## src/rtl/div_pkg.sv

```systemverilog
// Shared constants and state encoding for the sequential restoring divider.
// State set includes FIXUP, used only when SIGNED_DIV_EN is defined.
package div_pkg;

  localparam int DIV_WIDTH = 32;
  localparam int DIV_CNT_W = $clog2(DIV_WIDTH);
  localparam logic [DIV_WIDTH-1:0] DBZ_QUOTIENT = '1;

  // state | meaning
  // IDLE  | waiting for start, results held
  // RUN   | one quotient bit per cycle
  // ZERO  | divisor was zero, load fixed result
  // FIXUP | apply result signs (SIGNED_DIV_EN only)
  // DONE  | one-cycle done pulse, may accept next start
  typedef enum logic [2:0] {
    ST_IDLE  = 3'd0,
    ST_RUN   = 3'd1,
    ST_ZERO  = 3'd2,
    ST_FIXUP = 3'd3,
    ST_DONE  = 3'd4
  } div_state_e;

endpackage

```

## src/rtl/div_step.sv

```systemverilog
// One restoring-division iteration: shift in a dividend bit, trial-subtract
// the divisor, keep the difference when it does not go negative.
module div_step
  import div_pkg::*;
#(
  parameter int WIDTH = DIV_WIDTH
) (
  input  logic [WIDTH-1:0] rem,
  input  logic             bit_in,
  input  logic [WIDTH-1:0] divisor,
  output logic [WIDTH-1:0] rem_next,
  output logic             q_bit
);

  logic [WIDTH:0] shifted;
  logic [WIDTH:0] trial;

  // one extra bit: the shifted remainder can exceed WIDTH bits before subtracting
  assign shifted  = {rem, bit_in};
  assign trial    = shifted - {1'b0, divisor};
  assign q_bit    = ~trial[WIDTH];
  assign rem_next = q_bit ? trial[WIDTH-1:0] : shifted[WIDTH-1:0];

endmodule

```

## src/rtl/div_32_seq.sv

```systemverilog
// Multi-cycle restoring divider with start/done handshake, one quotient bit per clock.
// Optional SIGNED_DIV_EN adds the sgn port and a FIXUP state for two's complement operands.
module div_32_seq
  import div_pkg::*;
#(
  parameter int WIDTH = DIV_WIDTH
) (
  input  logic             clk,
  input  logic             rst_n,
  input  logic             start,
`ifdef SIGNED_DIV_EN
  input  logic             sgn,
`endif
  input  logic [WIDTH-1:0] A,
  input  logic [WIDTH-1:0] B,
  output logic             busy,
  output logic             done,
  output logic [WIDTH-1:0] Q,
  output logic [WIDTH-1:0] R,
  output logic             div_by_zero
);

  localparam int CNT_W = (WIDTH > 1) ? $clog2(WIDTH) : 1;

  localparam logic [2:0] IDLE  = ST_IDLE;
  localparam logic [2:0] RUN   = ST_RUN;
  localparam logic [2:0] ZERO  = ST_ZERO;
  localparam logic [2:0] DONE  = ST_DONE;
`ifdef SIGNED_DIV_EN
  localparam logic [2:0] FIXUP = ST_FIXUP;
`endif

  localparam logic [WIDTH-1:0] DBZ_Q = {WIDTH{DBZ_QUOTIENT[0]}};

  logic [2:0]       state;
  logic [CNT_W-1:0] cnt;
  logic [WIDTH-1:0] dvd;
  logic [WIDTH-1:0] dvs;
  logic [WIDTH-1:0] rem;
  logic [WIDTH-1:0] rem_next;
  logic [WIDTH-1:0] dvd_next;
  logic             q_bit;
  logic             accept;
  logic [WIDTH-1:0] a_mag;
  logic [WIDTH-1:0] b_mag;

`ifdef SIGNED_DIV_EN
  logic a_neg, b_neg, neg_q, neg_r;
  assign a_neg = sgn & A[WIDTH-1];
  assign b_neg = sgn & B[WIDTH-1];
  assign a_mag = a_neg ? -A : A;
  assign b_mag = b_neg ? -B : B;
`else
  assign a_mag = A;
  assign b_mag = B;
`endif

  div_step #(.WIDTH(WIDTH)) u_step (
    .rem      (rem),
    .bit_in   (dvd[WIDTH-1]),
    .divisor  (dvs),
    .rem_next (rem_next),
    .q_bit    (q_bit)
  );

  // dividend register doubles as the quotient accumulator
  assign dvd_next = {dvd[WIDTH-2:0], q_bit};
  assign accept   = start && (state == IDLE || state == DONE);
  assign busy     = (state == RUN) || (state == ZERO)
`ifdef SIGNED_DIV_EN
                    || (state == FIXUP)
`endif
                    ;
  assign done     = (state == DONE);

  always_ff @(posedge clk or negedge rst_n) begin
    if (!rst_n) begin
      state       <= IDLE;
      cnt         <= '0;
      dvd         <= '0;
      dvs         <= '0;
      rem         <= '0;
      Q           <= '0;
      R           <= '0;
      div_by_zero <= 1'b0;
`ifdef SIGNED_DIV_EN
      neg_q       <= 1'b0;
      neg_r       <= 1'b0;
`endif
    end else begin
      case (state)
        IDLE, DONE: begin
          if (accept) begin
            // divide-by-zero keeps the raw dividend so R can return it untouched
            dvd   <= (B == '0) ? A : a_mag;
            dvs   <= b_mag;
            rem   <= '0;
            cnt   <= CNT_W'(WIDTH - 1);
            state <= (B == '0) ? ZERO : RUN;
`ifdef SIGNED_DIV_EN
            neg_q <= a_neg ^ b_neg;
            neg_r <= a_neg;
`endif
          end else begin
            state <= IDLE;
          end
        end
        RUN: begin
          rem <= rem_next;
          dvd <= dvd_next;
          if (cnt == '0) begin
`ifdef SIGNED_DIV_EN
            state <= FIXUP;
`else
            Q           <= dvd_next;
            R           <= rem_next;
            div_by_zero <= 1'b0;
            state       <= DONE;
`endif
          end else begin
            cnt <= cnt - 1'b1;
          end
        end
`ifdef SIGNED_DIV_EN
        FIXUP: begin
          Q           <= neg_q ? -dvd : dvd;
          R           <= neg_r ? -rem : rem;
          div_by_zero <= 1'b0;
          state       <= DONE;
        end
`endif
        ZERO: begin
          Q           <= DBZ_Q;
          R           <= dvd;
          div_by_zero <= 1'b1;
          state       <= DONE;
        end
        default: state <= IDLE;
      endcase
    end
  end

endmodule
```

## config.mk

```make
export PLATFORM = sky130hd
export DESIGN_NAME = div_32_seq
export DESIGN_NICKNAME = d
export VERILOG_FILES = /design/src/rtl/div_pkg.sv /design/src/rtl/div_step.sv /design/src/rtl/div_32_seq.sv
export SDC_FILE = /design/constraint.sdc
export NUM_CORES = 1
export LEC_CHECK = 0
export BUFFER_PORTS_ARGS = -buffer_cell sky130_fd_sc_hd__clkbuf_2
export CAP_MARGIN = 20
export CORE_ASPECT_RATIO = 1.2
export CORE_MARGIN = 8
export CORE_UTILIZATION = 30
export DETAILED_ROUTE_END_ITERATION = 10
export GPL_TIMING_DRIVEN = 0
export PLACE_DENSITY = 0.53
export SETUP_SLACK_MARGIN = 0.3
export SLEW_MARGIN = 0
export SYNTH_ARGS = -nofsm -noshare
export SYNTH_HDL_FRONTEND = slang
export SYNTH_SLANG_ARGS = --single-unit
```

## constraint.sdc

```tcl
create_clock -name clk -period 3.3 [get_ports clk]
set_input_delay 0.33 -clock clk [delete_from_list [all_inputs] [get_ports clk]]
set_output_delay 0.33 -clock clk [all_outputs]
set_load 0.01 [all_outputs]
```

=== Yosys cells after proc, flatten, opt, wreduce, memory -nomap -nowiden ===
Index checks and enable logic that the tools add are counted.

* Add/sub/neg operators: 2
* Reductions and logical operators: 13
* Muxes and demuxes: 18
* Bitwise operators: 1
* Equality and inequality tests: 6

{| class="wikitable"
|+ Operator list
! cell !! number
|-
| 32-bit case mux with 2 select lines || 4
|-
| 32-bit two-way mux || 5
|-
| 33-bit by 32-bit subtractor with 33-bit output || 1
|-
| 32-bit logical NOT || 1
|-
| 5-bit two-way mux || 2
|-
| 5-bit case mux with 2 select lines || 1
|-
| 3-bit case mux with 3 select lines || 1
|-
| 2-bit AND reduction || 3
|-
| 5-bit logical NOT || 1
|-
| 5-bit by 1-bit subtractor with 5-bit output, second input constant || 1
|-
| 2-bit two-way mux || 2
|-
| 2-bit != test, second input constant || 2
|-
| 2-bit nonzero test || 2
|-
| 3-bit by 1-bit equality test with 1-bit output, second input constant || 1
|-
| 3-bit by 2-bit equality test with 1-bit output, second input constant || 1
|-
| 3-bit equality test, second input constant || 1
|-
| 3-bit logical NOT || 1
|-
| 3-bit two-way mux || 1
|-
| 3-bit AND reduction || 1
|-
| 1-bit logical OR || 2
|-
| 2-bit by 1-bit != test with 1-bit output, second input constant || 1
|-
| 1-bit case mux with 2 select lines || 1
|-
| 2-bit OR reduction || 1
|-
| 1-bit logical AND || 1
|-
| other kinds (2) || 2
|}

* Word-level logic and storage cells: 48
* Output and inout bits: 67
* Bits in registers: 169

=== Depth between registers and ports, before layout ===
* Word-level depth: 5
* Mapped depth: 14
* Mapped depth without buffers: 12

=== By module ===
A second synthesis with hierarchy kept.

* Cells, all modules: 948
* Area, all modules: 9170.0 um^2

{| class="wikitable"
|+ Modules (own cells, without submodules)
! module !! area each (um^2) !! instances !! seq. area each (um^2) !! cells each
|-
| div_32_seq || 6811.5 || 1 || 4229.1 || 643
|-
| div_step || 2358.5 || 1 || 0.0 || 305
|}

=== Worst setup path after synthesis ===
OpenSTA, ideal clock, no wires.

* Kind: register to register
* Start point: register dvd[31]
* End point: register R[16]
* Data required time: 3168 ps
* Stages on the path, launching flop included: 15
* Library setup time: 132 ps
* Path buffers: 2
* Data arrival time: 2648 ps
* Setup slack: 520 ps
* Cells stage by stage: dfrtp_1 > inv_1 > ha_1 > fa_1 > nor2b_4 > o2111ai_1 > a21boi_2 > a31o_4 > a211o_1 > a21o_1 > and2_4 > buf_6 > buf_6 > mux2i_1 > o21ai_1

* Word-level cells in the longest chain between the ends: 4

{| class="wikitable"
|+ Ends and longest elaborated chain
! item !! RTL line !! source
|-
| start, declared || div_32_seq.sv:37 || <nowiki>logic [WIDTH-1:0] dvd;</nowiki>
|-
| start signal, assigned || div_32_seq.sv:95 || <nowiki>dvd <= (B == '0) ? A : a_mag;</nowiki>
|-
| start signal, assigned || div_32_seq.sv:110 || <nowiki>dvd <= dvd_next;</nowiki>
|-
| 33-bit by 32-bit subtractor with 33-bit output || div_step.sv:20 || <nowiki>assign trial = shifted - {1'b0, divisor};</nowiki>
|-
| 32-bit two-way mux || div_step.sv:22 || <nowiki>assign rem_next = q_bit ? trial[WIDTH-1:0] : shifted[WIDTH-1:0];</nowiki>
|-
| 32-bit two-way mux || div_32_seq.sv:111 || <nowiki>if (cnt == '0) begin</nowiki>
|-
| 32-bit case mux with 2 select lines || div_32_seq.sv:91 || <nowiki>case (state)</nowiki>
|-
| end signal, assigned || div_32_seq.sv:116 || <nowiki>R <= rem_next;</nowiki>
|-
| end signal, assigned || div_32_seq.sv:134 || <nowiki>R <= dvd;</nowiki>
|-
| end, declared || div_32_seq.sv:19 || <nowiki>output logic [WIDTH-1:0] R,</nowiki>
|}

No other way between the ends. The select of a mux whose other input is x is not followed.
A chain may end at the register's enable or synchronous reset.

=== Final worst setup path ===
* Start point: register dvs[0]
* End point: register R[19]

* Word-level cells in the longest chain between the ends: 4

{| class="wikitable"
|+ Ends and longest elaborated chain
! item !! RTL line !! source
|-
| start, declared || div_32_seq.sv:38 || <nowiki>logic [WIDTH-1:0] dvs;</nowiki>
|-
| start signal, assigned || div_32_seq.sv:96 || <nowiki>dvs <= b_mag;</nowiki>
|-
| 33-bit by 32-bit subtractor with 33-bit output || div_step.sv:20 ||
|-
| 32-bit two-way mux || div_step.sv:22 ||
|-
| 32-bit two-way mux || div_32_seq.sv:111 ||
|-
| 32-bit case mux with 2 select lines || div_32_seq.sv:91 ||
|}

No other way between the ends. The select of a mux whose other input is x is not followed.

==> metrics <==
CP max FO=7; cell breakdown of the critical path=ha_4, fa_2, nor2b_4, o2111ai_4, a21boi_4, a31o_4, a211o_1, a21o_1, and2_4, buf_12, buf_12, mux2i_4, o21ai_1; RSZ-0062 raised after global routing=yes; vias in the first global route=7981; syn nets=about 1100; RD Place Congestion=approximately 0.88; worst hold margin=between 100 and 150 ps; core area=between 20000 and 30000 µm²; Final Hold Viols=0; Worst Path Arrival=3340 ps; fin crit period=approximately 3000 ps; # clock sinks=between 150 and 200; synthesized area=slightly below 9000 µm²; syn avg cell area=~9 µm²; port bufs=roughly 130; worst skew pair latency=approximately 440 ps; post-detail-place hpwl=between 20000 and 25000 µm; Placement Rows=about 70; largest stage delay on the critical path=approximately 410 ps; synthesized flop and latch total=169; die width=172 µm; die area=35100 µm²; Least-Margin Pin Slew=822 ps; first-pass GRT wire length=roughly 45000 µm; Cell variety after synth=57; CTS tree=yes; Critical-path top delay cell=dfrtp_1; delay-heaviest family, CP=compound AO/OA/AOI/OAI gates; share of layout cells above drive strength 1=0.229; post-route ant nets=0; GRT overflow=0; area grow syn2layout=29.2%; ANT cells=0; status=complete, no violations; placed cell areas=between 9000 and 10000 µm²; nets@finish=about 1300; H-tree levels=4; GRT Resource Usage Total=0.164; via count=7734; cts bufs inserted=17; Pre-antenna DRT Iters=5; drt total wl=28300 µm; Worst setup EP type=flip-flop; most used cell, CP=buf_12; Wirelength per Cell=18.3 µm; initial antenna violation count=0; main flop type after synthesis=dfrtp_1; critical path class=flip-flop to flip-flop; clock-pin slew on the worst setup and hold paths=70 ps; crit start category=flip-flop; Worst EP required=about 3600 ps; Post-synth EDFFs=0; largest net degree at the start of global routing=between 90 and 100; Via density=~5; design area=roughly 11000 µm²; Clock Path Buffers=2; sequential fraction of the synthesis area=0.480; Root Driver=clkbuf_16; slew margin rel.=0.452; worst path buffer plus inverter count=2; Mapped Cells=980; Final Cycle Share=0.918; # fillers=2890; DRC=0; IO Pins=approximately 130; initial core utilization=0.305; Synth async-reset ratio=1.00; Final Max Tran Viols=0; Syn. warnings=0; final setup skew=around 12 ps; max-cap check violation count=0; final setup vio count=0; Iteration-0 DRC Markers=509; Die Ht=~200 µm; Peak Freq=roughly 330 MHz; Hold Path Class=primary input to flip-flop
layer usage:
metal	up-vias	part of all wire	track usage	routed length, µm
met3	26	0.050	0.0319	1420
li1	3816	-	-	-
met5	-	0	0	0
met2	167	0.50	0.283	14300
met1	3725	0.43	0.203	12100
met4	0	0.019	0.0512	537
cell families after synthesis:
kind of cell    count (synthesis)  share of synthesized area
flops                         169                      0.480
mux                            28                     0.0320
compound gates                300                      0.206
buf+inv                        93                     0.0431
fa+ha+maj                      35                     0.0506
xor+xnor                       30                     0.0298
simple gates                  325                      0.158
placed cells by master, fill, tap and decap left out, types with 4 or more instances in the layout:
cell       synthesis  routed
mux2i_4            0      27
o21ai_1           55      54
nor2_1            81      79
nand3_1           11      10
o22ai_1           26      26
a21o_1             5       4
dfrtp_1          169     167
nand2b_1           7       7
a21oi_2            2       5
a22oi_1           37      37
inv_1             39      37
buf_16             0       5
a21oi_1           27      22
nand4_1            9       9
o21bai_1           4       4
xor2_1            12      12
a211oi_1           4       4
xnor2_1           18      18
and2_1             5       5
clkinv_4           0       4
nor4_1            11      11
buf_4              0      14
o21ai_0           96      90
ha_1              34      25
nor3_1             6       5
and3_1             6       6
o21ai_2            0       7
ha_2               0       6
nand2_1          177     176
a31oi_1            7       5
o211ai_1           6       6
clkbuf_2           0     134
clkbuf_1          50      48
clkbuf_16          0      17
o21a_1             5       5
cell type report:
cell class	instances	area, µm²	share of cell area
Inverter	39	146	0.0129
Timing Repair Buffer	152	900	0.0791
Tap cell	385	482	0.0423
Sequential cell	169	4230	0.372
Clock buffer	20	457	0.0401
Clock inverter	12	139	0.0122
Buffer	54	279	0.0245
Multi-Input combinational cell	718	4740	0.417
worst reg2reg max path, stage by stage, from the launching register on:
cell	delay (ps)
dfrtp_1	410
ha_4	180
fa_2	370
nor2b_4	160
o2111ai_4	140
a21boi_4	260
a31o_4	210
a211o_1	180
a21o_1	160
and2_4	150
buf_12	150
buf_12	160
mux2i_4	290
o21ai_1	80
per-stage QoR:
stage / setup WS, ps / cells / util / TNS [ps]
after floorplan: 520 / 980 / - / 0
after global placement: -1350 / 1498 / 0.345 / -226230
after detailed placement: -91.9 / 1499 / 0.346 / -1590
after CTS: 200 / 1542 / 0.387 / 0
after global routing: 131 / 1549 / 0.394 / 0
final: 269 / 1549 / 0.394 / 0
path summary, 6_finish.rpt:
path	from	endpoint	slack [ps]	cells after the start
setup / recovery	dvs[0]$_DFFE_PN0P_	R[19]$_DFFE_PN0P_	270	13
max in group asynchronous	rst_n	dvd[22]$_DFFE_PN0P_	1910	3
hold / removal	A[28]	dvd[28]$_DFFE_PN0P_	110	3
min in group asynchronous	rst_n	dvs[8]$_DFFE_PN0P_	510	2
setup reg to reg	dvs[0]$_DFFE_PN0P_	R[19]$_DFFE_PN0P_	270	13
hold reg to reg	R[26]$_DFFE_PN0P_	R[26]$_DFFE_PN0P_	510	2
Yosys cell counts, types with 3 or more instances:
library cell	instances	area, µm²
o21bai_1	4	30.0
nand2b_1	7	43.8
a21oi_1	27	135
a211oi_1	4	30.0
clkbuf_1	50	188
o22ai_1	26	163
nand4_1	9	56.3
a22oi_1	37	278
mux2i_1	27	270
and3_1	6	37.5
and2_1	5	31.3
nor3_1	6	30.0
nor4_1	11	68.8
inv_1	39	146
o21ai_0	96	480
nand2_1	177	664
dfrtp_1	169	4230
xnor2_1	18	158
a21o_1	5	37.5
a31oi_1	7	43.8
a21boi_0	3	22.5
nand3_1	11	55.1
buf_6	4	45.0
ha_1	34	425
o211ai_1	6	45.0
o21ai_1	55	275
o21a_1	5	37.5
o31ai_1	4	30.0
xor2_1	12	105
nor2_1	81	304
registers in the layout (all words and copies together) (netlist names):
name,count
rem,32
Q,32
dvd,32
div_by_zero,1
dvs,32
R,32
state,3
cnt,5
repair_timing:
item	in CTS	in global routing
resized for setup	84	41
gates cloned	3	0
endpoints found under the setup margin	64	64
pin swaps	8	12
hold endpoints to repair	10	0
hold buffers	1	0
buffers inserted	7	7
Power is not shown: default switching activity piles up to over one toggle a cycle in this logic, so the estimate is an artifact.
